[src/rtl/pwm_capture_if.sv]
// pwm_capture_if: signal bundle between a PWM capture block and its user.
//   i_en, i_pwm      : capture enable and raw (asynchronous) PWM input
//   o_dutyCycle      : recovered duty code, N bits
//   o_highCnt        : last measured high time, CNT_W bits
//   o_periodCnt      : last measured period, CNT_W bits
//   o_valid          : one-cycle pulse when the three results update
//   o_timeout        : no rising edge within 2*PERIOD_CLK_COUNT cycles
// master drives enable/input and reads results; slave is the capture block.
interface pwm_capture_if #(
  parameter int N     = 8,
  parameter int CNT_W = 22
);
  logic             i_en;
  logic             i_pwm;
  logic [N-1:0]     o_dutyCycle;
  logic [CNT_W-1:0] o_highCnt;
  logic [CNT_W-1:0] o_periodCnt;
  logic             o_valid;
  logic             o_timeout;

  modport master (output i_en, i_pwm,
                  input  o_dutyCycle, o_highCnt, o_periodCnt, o_valid, o_timeout);
  modport slave  (input  i_en, i_pwm,
                  output o_dutyCycle, o_highCnt, o_periodCnt, o_valid, o_timeout);
endinterface

[src/rtl/pwm_capture.sv]
// pwm_capture: measures high time and period of an asynchronous PWM input and
// recovers the duty code high_time / (PERIOD_CLK_COUNT >> N), saturated to
// 2^N-1, with a serial restoring divider (one quotient bit per cycle).
// Ports:
//   i_clk, i_rst_n : clock (rising edge), asynchronous active-low reset
//   bus (slave)    : i_en, i_pwm in; o_dutyCycle, o_highCnt, o_periodCnt,
//                    o_valid, o_timeout out (see pwm_capture_if)
// Optional: define PWM_CAPTURE_GLITCH_FILTER_EN to require the synchronized
// input to be stable for FILTER_LEN (>= 2) cycles before it is accepted.
module pwm_capture #(
  parameter int N                = 8,
  parameter int PERIOD_CLK_COUNT = 2000000,
  parameter int CNT_W            = 22,
  parameter int FILTER_LEN       = 4
) (
  input  logic         i_clk,
  input  logic         i_rst_n,
  pwm_capture_if.slave bus
);
  localparam int               STEP     = PERIOD_CLK_COUNT >> N;
  localparam int               IW       = $clog2(CNT_W + 1);
  localparam logic [CNT_W-1:0] TERM     = CNT_W'(2 * PERIOD_CLK_COUNT);
  localparam logic [CNT_W:0]   STEP_V   = (CNT_W + 1)'(STEP);
  localparam logic [N-1:0]     DUTY_MAX = '1;

  typedef enum logic [1:0] {ARM, HIGH, LOW} state_t;

  // ---------------- input path ----------------
  logic sync1, sync2, pin, pin_d, rise, fall;

  always_ff @(posedge i_clk or negedge i_rst_n) begin
    if (!i_rst_n) {sync2, sync1} <= 2'b00;
    else          {sync2, sync1} <= {sync1, bus.i_pwm};
  end

`ifdef PWM_CAPTURE_GLITCH_FILTER_EN
  // Accept a new level only once the last FILTER_LEN samples agree; both
  // edges pay the same delay so measured widths stay exact.
  logic [FILTER_LEN-1:0] hist;
  logic                  filt;
  always_ff @(posedge i_clk or negedge i_rst_n) begin
    if (!i_rst_n) begin
      hist <= '0;
      filt <= 1'b0;
    end else begin
      hist <= {hist[FILTER_LEN-2:0], sync2};
      if (&hist)       filt <= 1'b1;
      else if (~|hist) filt <= 1'b0;
    end
  end
  assign pin = filt;
`else
  // FILTER_LEN only shapes the filtered build; it folds away here.
  assign pin = sync2 & (FILTER_LEN >= 0);
`endif

  assign rise = pin & ~pin_d;
  assign fall = ~pin & pin_d;

  // ---------------- measurement FSM ----------------
  state_t           state_q, state_d;
  logic [CNT_W-1:0] cnt, hi_lat;
  logic             cnt_sat, cnt_start, latch_hi, close, tmo;

  assign cnt_sat = (cnt == TERM);

  always_comb begin
    state_d   = state_q;
    cnt_start = 1'b0;
    latch_hi  = 1'b0;
    close     = 1'b0;
    tmo       = 1'b0;
    case (state_q)
      ARM:  if (rise) begin state_d = HIGH; cnt_start = 1'b1; end
      HIGH: if (fall) begin state_d = LOW; latch_hi = 1'b1; end
            else if (cnt_sat) begin state_d = ARM; tmo = 1'b1; end
      // A rise coinciding with terminal count wins over the timeout.
      LOW:  if (rise) begin state_d = HIGH; cnt_start = 1'b1; close = 1'b1; end
            else if (cnt_sat) begin state_d = ARM; tmo = 1'b1; end
      default: state_d = ARM;
    endcase
    if (!bus.i_en) begin
      state_d   = ARM;
      cnt_start = 1'b0;
      latch_hi  = 1'b0;
      close     = 1'b0;
      tmo       = 1'b0;
    end
  end

  // cnt restarts at 1 on the rise cycle, so at the falling-edge detect it
  // equals the high width and at the next rise it equals the period.
  always_ff @(posedge i_clk or negedge i_rst_n) begin
    if (!i_rst_n) begin
      state_q <= ARM;
      pin_d   <= 1'b0;
      cnt     <= '0;
      hi_lat  <= '0;
    end else begin
      state_q <= state_d;
      pin_d   <= pin;
      if (!bus.i_en)                      cnt <= '0;
      else if (cnt_start)                 cnt <= CNT_W'(1);
      else if (state_q != ARM && !cnt_sat) cnt <= cnt + 1'b1;
      if (latch_hi) hi_lat <= cnt;
    end
  end

  // ---------------- divider and results ----------------
  logic             busy;
  logic [IW-1:0]    idx;
  logic [CNT_W-1:0] rem, quo, d_hi, d_per, rem_n, quo_n;
  logic [CNT_W:0]   trial, diff;
  logic             ge;

  // Dividend bits shift out of quo's MSB while quotient bits shift in.
  always_comb begin
    trial = {rem, quo[CNT_W-1]};
    diff  = trial - STEP_V;
    ge    = (trial >= STEP_V);
    rem_n = ge ? diff[CNT_W-1:0] : trial[CNT_W-1:0];
    quo_n = {quo[CNT_W-2:0], ge};
  end

  always_ff @(posedge i_clk or negedge i_rst_n) begin
    if (!i_rst_n) begin
      busy            <= 1'b0;
      idx             <= '0;
      rem             <= '0;
      quo             <= '0;
      d_hi            <= '0;
      d_per           <= '0;
      bus.o_valid     <= 1'b0;
      bus.o_timeout   <= 1'b0;
      bus.o_dutyCycle <= '0;
      bus.o_highCnt   <= '0;
      bus.o_periodCnt <= '0;
    end else begin
      bus.o_valid <= 1'b0;
      if (!bus.i_en) begin
        busy          <= 1'b0;
        rem           <= '0;
        quo           <= '0;
        bus.o_timeout <= 1'b0;
      end else if (tmo) begin
        busy            <= 1'b0;
        bus.o_timeout   <= 1'b1;
        bus.o_valid     <= 1'b1;
        bus.o_dutyCycle <= pin ? DUTY_MAX : '0;
        bus.o_highCnt   <= '0;
        bus.o_periodCnt <= '0;
      end else begin
        if (rise) bus.o_timeout <= 1'b0;
        if (busy) begin
          rem <= rem_n;
          quo <= quo_n;
          idx <= idx - 1'b1;
          // Last quotient bit: publish in the same edge so o_valid lands
          // CNT_W+1 cycles after the closing rise.
          if (idx == IW'(1)) begin
            busy            <= 1'b0;
            bus.o_valid     <= 1'b1;
            bus.o_dutyCycle <= (quo_n > CNT_W'(DUTY_MAX)) ? DUTY_MAX : quo_n[N-1:0];
            bus.o_highCnt   <= d_hi;
            bus.o_periodCnt <= d_per;
          end
        end
        // Closing edge while busy is an overrun: dropped, counting restarts.
        if (close && !busy) begin
          busy  <= 1'b1;
          idx   <= IW'(CNT_W);
          rem   <= '0;
          quo   <= hi_lat;
          d_hi  <= hi_lat;
          d_per <= cnt;
        end
      end
    end
  end
endmodule

[src/flat_wrapper.sv]
// flat-port wrapper written by rule: the top's interface ports become plain ports
module pwm_capture_flat 
#(
  parameter int N                = 8,
  parameter int PERIOD_CLK_COUNT = 2000000,
  parameter int CNT_W            = 22,
  parameter int FILTER_LEN       = 4
)
  (i_clk, i_rst_n, bus_i_en, bus_i_pwm, bus_o_dutyCycle, bus_o_highCnt, bus_o_periodCnt, bus_o_valid, bus_o_timeout);
  pwm_capture_if #(.N(N), .CNT_W(CNT_W)) bus_i ();
  input  logic i_clk;
  input  logic i_rst_n;
  input wire logic [$bits(bus_i.i_en)-1:0] bus_i_en;
  input wire logic [$bits(bus_i.i_pwm)-1:0] bus_i_pwm;
  output wire logic [$bits(bus_i.o_dutyCycle)-1:0] bus_o_dutyCycle;
  output wire logic [$bits(bus_i.o_highCnt)-1:0] bus_o_highCnt;
  output wire logic [$bits(bus_i.o_periodCnt)-1:0] bus_o_periodCnt;
  output wire logic [$bits(bus_i.o_valid)-1:0] bus_o_valid;
  output wire logic [$bits(bus_i.o_timeout)-1:0] bus_o_timeout;
  assign bus_i.i_en = bus_i_en;
  assign bus_i.i_pwm = bus_i_pwm;
  assign bus_o_dutyCycle = bus_i.o_dutyCycle;
  assign bus_o_highCnt = bus_i.o_highCnt;
  assign bus_o_periodCnt = bus_i.o_periodCnt;
  assign bus_o_valid = bus_i.o_valid;
  assign bus_o_timeout = bus_i.o_timeout;
  pwm_capture #(.N(N), .PERIOD_CLK_COUNT(PERIOD_CLK_COUNT), .CNT_W(CNT_W), .FILTER_LEN(FILTER_LEN)) u_core (.i_clk(i_clk), .i_rst_n(i_rst_n), .bus(bus_i));
endmodule
[config.mk]
export PLATFORM = sky130hd
export DESIGN_NAME = pwm_capture_flat
export DESIGN_NICKNAME = d
export VERILOG_FILES = /design/src/rtl/pwm_capture_if.sv /design/src/rtl/pwm_capture.sv /design/src/flat_wrapper.sv
export SDC_FILE = /design/constraint.sdc
export NUM_CORES = 1
export LEC_CHECK = 0
export CAP_MARGIN = 20
export CORE_UTILIZATION = 50
export DETAILED_ROUTE_END_ITERATION = 7
export DONT_BUFFER_PORTS = 1
export GPL_TIMING_DRIVEN = 0
export MAX_ROUTING_LAYER = met4
export PLACE_DENSITY_LB_ADDON = 0.1
export SYNTH_ARGS = -nofsm -noshare
export SYNTH_HDL_FRONTEND = slang
export SYNTH_SLANG_ARGS = --single-unit
[constraint.sdc]
create_clock -name i_clk -period 5.7 [get_ports i_clk]
set_input_delay 1.14 -clock i_clk [delete_from_list [all_inputs] [get_ports i_clk]]
set_output_delay 1.14 -clock i_clk [all_outputs]
set_load 0.02 [all_outputs]
## Yosys cells after proc, flatten, opt, wreduce, memory -nomap -nowiden

Cells that the tools add are included.
W data, S select, Z words.

| storage, ports and cells | value |
|---|---|
| register bits | 197 |
| latch bits | 0 |
| memory bits (writable) | 0 |
| memory bits (read-only) | 0 |
| input port bits | 4 |
| output and inout bits | 54 |
| logic and storage cells | 106 |
| memories | 0 |

| cells by class | value |
|---|---|
| $add $sub $neg | 3 |
| $mul | 0 |
| divide/modulo/power cells | 0 |
| $lt $le $gt $ge | 2 |
| equal/unequal tests | 9 |
| shift-type cells | 0 |
| multiplexer cells | 56 |
| bitwise operators | 5 |
| reduce and logical (&&, ||, !) cells | 14 |

Operators by type and width:

| operator | number |
|---|---|
| $mux W22 | 18 |
| $mux W8 | 5 |
| $mux W1 | 24 |
| $ge A23 B13 Y1 const B | 1 |
| $add A22 B1 Y22 const B | 1 |
| $eq A22 B22 Y1 const B | 1 |
| $gt A22 B8 Y1 const B | 1 |
| $sub A22 B13 Y22 const B | 1 |
| $mux W2 | 5 |
| $mux W5 | 2 |
| $ne A3 B1 Y1 const B | 3 |
| $reduce_and A3 Y1 | 3 |
| $reduce_bool A2 Y1 | 4 |
| $pmux W2 S3 | 1 |
| $eq A5 B1 Y1 const B | 1 |
| $sub A5 B1 Y5 const B | 1 |
| $ne A3 B2 Y1 const B | 1 |
| $not A1 Y1 | 3 |
| $and A1 B1 Y1 | 2 |
| $eq A2 B1 Y1 const B | 1 |
| $eq A2 B2 Y1 const B | 1 |
| $logic_and A1 B1 Y1 | 2 |
| $logic_not A1 Y1 | 2 |
| $logic_not A2 Y1 | 1 |
| other kinds (4) | 4 |

## Logic depth before layout (Yosys ltp)

| depth | value |
|---|---|
| depth in word-level cells | 9 |
| depth in mapped cells | 11 |
| mapped depth without buffers | 8 |

## Worst setup path after synthesis

Ideal clock, no wire load.

| path | value |
|---|---|
| kind | input -> register |
| start | input port bus_i_en |
| end | register u_core.quo[0] |
| setup time | 0.122 ns |
| arrival | 2.470 ns |
| required time | 5.578 ns |
| setup slack | 3.109 ns |
| cell stages on the path | 6 |
| path buffers | 2 |
| cell sequence | clkbuf_1 nand2_1 nor3_1 clkbuf_1 o21ai_0 a32o_1 |

| on the way | value |
|---|---|
| longest elaborated chain between the ends | 5 |
| elaborated cells between the ends (all ways) | 9 |
| classes of those cells | 2 x eq/ne; 5 x mux; 2 x reduce/logical |

RTL lines:

| element | line | RTL |
|---|---|---|
| from (decl) | flat_wrapper.sv:13 | `input wire logic [$bits(bus_i.i_en)-1:0] bus_i_en;` |
| $mux W1 | pwm_capture.sv:82 | `if (!bus.i_en) begin` |
| $logic_and A1 B1 Y1 | pwm_capture.sv:169 | `if (close && !busy) begin` |
| $mux W22 | pwm_capture.sv:169 |  |
| $mux W22 | pwm_capture.sv:145 | `end else if (tmo) begin` |
| $mux W22 | pwm_capture.sv:140 | `if (!bus.i_en) begin` |
| to (signal assigned) | pwm_capture.sv:156 | `quo <= quo_n;` |
| to (signal assigned) | pwm_capture.sv:173 | `quo <= hi_lat;` |
| to (decl) | pwm_capture.sv:112 | `logic [CNT_W-1:0] rem, quo, d_hi, d_per, rem_n, quo_n;` |

Parallel ways exist; a longest one is shown, timed or not. The select of a mux whose other input is x is not followed.
A chain may end at the register's enable or synchronous reset.

## Final worst setup path

| path | value |
|---|---|
| start | register u_core.cnt[14] |
| end | register u_core.bus.o_periodCnt[16] |

| on the way | value |
|---|---|
| longest elaborated chain between the ends | 7 |
| elaborated cells between the ends (all ways) | 10 |
| classes of those cells | 1 x eq/ne; 6 x mux; 3 x reduce/logical |

RTL lines:

| element | line | RTL |
|---|---|---|
| from (decl) | pwm_capture.sv:62 | `logic [CNT_W-1:0] cnt, hi_lat;` |
| from (signal assigned) | pwm_capture.sv:104 | `else if (state_q != ARM && !cnt_sat) cnt <= cnt + 1'b1;` |
| $eq A22 B22 Y1 (*) | pwm_capture.sv:65 | `assign cnt_sat = (cnt == TERM);` |
| $mux W1 (*) | pwm_capture.sv:76, pwm_capture.sv:79 |  |
| $mux W1, on equally long branches | pwm_capture.sv:78, pwm_capture.sv:75 |  |
| $pmux W1 S2 (*) | pwm_capture.sv:73 | `case (state_q)` |
| $mux W1 (*) | pwm_capture.sv:82 |  |
| $reduce_bool A2 Y1 (no line) | - |  |
| $reduce_and A3 Y1 (no line) | - |  |
| to (signal assigned) | pwm_capture.sv:165 | `bus.o_periodCnt <= d_per;` |
| to (decl) | pwm_capture_if.sv:24 | `output o_dutyCycle, o_highCnt, o_periodCnt, o_valid, o_timeout);` |

Mark *: on every way between the ends. The rest lies on a longest branch, timed or not.

==> metrics.md <==
| Metric | Value |
|---|---|
| Worst setup EP type | flop |
| Num CTS Buffers | 17 |
| Area Growth Syn to Fin | 10.16% |
| Commonest non-fill, non-tap cells in the layout | dfrtp_1 (197), nand2_1 (73), mux2_2 (59) |
| Worst Path Max Fanout | 10 |
| Yosys Warn Count | 0 |
| Setup TNS | 0 ns |
| Vias in the first global route | just under 6,000 |
| Fin nets | approximately 750 |
| # setup viols final | 0 |
| Async S/R FF share, synth | 1.000 |
| Post-Synthesis Cells | roughly 720 |
| Htree depth | 4 |
| Clock buffer depth | 2 |
| Max cap viols | 0 |
| Most common cell after layout, fill and taps aside | dfrtp_1 |
| Syn Nets | roughly 730 |
| Post-CTS Resized | 0 |
| Clk_lat worst skew | around 0.44 ns |
| Worst setup SP type | flop |
| I/O Pins | 58 |
| Avg Cell Area, Syn | about 12 sq um |
| Tot GR Track Use | 0.2433 |
| Die Width | 132.5 um |
| Distinct cells, synth | between 50 and 60 |
| Initial Utilization | 0.5133 |
| Die ar. | 17,550 sq um |
| Critical Path RT | approximately 6 ns |
| TritonRoute pass-1 iters | 5 |
| R2R Setup Slk | 2.66 ns |
| Cell leakage power | 4.327 nW |
| F_max | ~330 MHz |
| Synth Flop Type | dfrtp_1 |
| Share of cells above drive strength 1 | 0.1558 |
| Synthesized area | ~8500 sq um |
| Dpl hpwl | approximately 13,000 um |
| Global-route wire length before repair | 31,930 um |
| # rows | 47 |
| Core Area | between 15,000 and 20,000 sq um |
| Clock sink total | roughly 200 |
| Class of the worst hold path | reg2reg |
| Number of synthesized register bits | just under 200 |
| Final min period | 3.039 ns |
| Post-synth EDFFs | 0 |
| Post-CTS Setup Inserts | 0 |
| Detail Route Antenna Nets | 0 |
| Status | complete, no violations |
| Initial antenna violation count | 0 |
| WS Path Type | reg2reg |
| Power density cells | roughly 280 nW/um^2 |
| Clk slew on worst S/H paths | ~0.080 ns |
| Register area share after synthesis | 0.5792 |
| VDD IR max | slightly above 200 uV |
| I/O Buffers | 0 |
| Relative slew slack | 0.2449 |
| CTS tree | built |
| Total Routed Length | slightly below 20,000 um |
| Root Buffer | clkbuf_16 |
| First-iteration detailed-routing DRC count | around 430 |
| CP arrival | between 3 and 4 ns |
| Total grt overflow | 0 |
| Clk_skew | approximately 0.015 ns |
| Routed vias | about 5,700 |
| Total power | between 2 and 3 mW |
| Ant diodes | 0 |
| RD Place Congestion | roughly 0.86 |
| Largest net degree at the start of global routing | around 200 |
| DRC violations left | 0 |
| Die Ht | 132.5 um |
| Cts hold-fix bufs | 0 |
| Vias/cell | approximately 6 |
| Average wire per standard cell | 20.09 um |
| Hold Vio Cnt, Final | 0 |
| Final Cycle Share | 0.5332 |
| Unrepaired setup endpoints after global routing | false |
| Slew Limit Fails | 0 |
| Worst-Margin Slew | 1.125 ns |
[per-layer routing]
metal	vias up	global-route usage	part of all wire
li1	2623	-	-
met1	2946	0.3280	0.46
met2	104	0.3751	0.48
met3	23	0.04866	0.037
met4	0	0.07024	0.018
met5	-	-	0
[worst max-delay path: stages (launching register included)]
cell and delay, ns:
dfrtp_1 0.51, or4_4 0.59, nor4_4 0.47, nand4bb_2 0.20
and2_1 0.20, clkbuf_1 0.33, clkbuf_1 0.36, a22o_1 0.26
[cell usage after synthesis (all sizes together) (2+ instances only)]
cell	n	area (sq um)
a22o	46	402.9
xnor2	19	166.4
mux2	62	709.4
buf	16	98.84
o211ai	3	22.52
or4	3	26.27
a21oi	13	68.82
a222oi	3	30.03
nor3b	2	15.01
and3	7	43.79
nor3	10	50.05
nor2	35	131.4
clkbuf	27	102.6
nor2b	3	18.77
xor2	19	166.4
o21ai	48	240.2
o21a	2	15.01
mux2i	16	160.2
nand3b	2	15.01
dfrtp	197	4930
nand4	14	87.58
a211oi	3	22.52
nor4bb	2	20.02
nand3	12	60.06
and2	4	25.02
nand2	73	274.0
ha	10	125.1
a21boi	5	37.54
o221ai	8	70.07
nand4b	2	17.52
a211o	2	17.52
inv	15	56.30
a22oi	2	15.01
or3	3	18.77
nand2b	2	12.51
nor4	11	83.83
and4	4	35.03
[final timing paths]
kind,from,endpoint,depth (start not counted)
setup / recovery,u_core.cnt[14]$_DFFE_PN0P_,u_core.bus.o_periodCnt[16]$_DFFE_PN0P_,7
hold / removal,u_core.sync1$_DFF_PN0_,u_core.pin$_DFF_PN0_,0
setup reg to reg,u_core.cnt[14]$_DFFE_PN0P_,u_core.bus.o_periodCnt[16]$_DFFE_PN0P_,7
hold reg to reg,u_core.sync1$_DFF_PN0_,u_core.pin$_DFF_PN0_,0
max in group asynchronous,i_rst_n,u_core.bus.o_highCnt[9]$_DFFE_PN0P_,0
min in group asynchronous,i_rst_n,u_core.rem[9]$_DFFE_PN0P_,0
[area by class of cell]
| type | count | area [sq um] |
|---|---|---|
| Buffer | 43 | 201.4 |
| Fill cell | 1427 | 7207 |
| Clock buffer | 18 | 439.2 |
| Timing Repair Buffer | 1 | 5.005 |
| Sequential cell | 197 | 4930 |
| Clock inverter | 14 | 145.1 |
| Multi-Input combinational cell | 463 | 3324 |
| Tap cell | 220 | 275.3 |
| Inverter | 15 | 56.30 |
[power by group]
part / switching (mW) / leakage (nW) / internal, mW / total (mW)
logic: 0.0283 / 1.32 / 0.0144 / 0.0428
registers: 0.00960 / 2.73 / 1.40 / 1.41
clock network: 0.568 / 0.276 / 0.629 / 1.20
total: 0.606 / 4.33 / 2.05 / 2.65
[stage by stage]
step | std cells | hold WS (ns) | area [sq um] | util | worst slack (ns)
after floorplan | 718 | 0.3312 | 8512 | - | 3.109
after global placement | 938 | 0.3324 | 8787 | 0.5299 | 2.613
after detailed placement | 938 | 0.3393 | 8787 | 0.5299 | 2.580
after CTS | 970 | 0.3569 | 9371 | 0.5651 | 2.701
after global routing | 971 | 0.3602 | 9376 | 0.5654 | 2.588
final | 971 | 0.3546 | 9376 | 0.5654 | 2.661
[state kept, by name, summed over array words and instances, names as in the netlist, 2 cells and up]
signal / flops
u_core.hi_lat: 22
u_core.idx: 5
u_core.cnt: 22
u_core.bus.o_dutyCycle: 8
u_core.bus.o_highCnt: 22
u_core.rem: 22
u_core.state_q: 2
u_core.bus.o_periodCnt: 22
u_core.quo: 22
u_core.d_hi: 22
u_core.d_per: 22
[cell families after synthesis]
group                      Yosys count  share of synthesized area
buffers and inverters               58                    0.03028
AOI/OAI and AO/OA                  143                     0.1186
xor gates and xnor gates            38                    0.03910
DFF                                197                     0.5792
and+or+nand+nor                    194                     0.1160
adders and majority gates           10                    0.01470
muxes                               78                     0.1022
No activity file was read; power rests on OpenSTA's default activity.
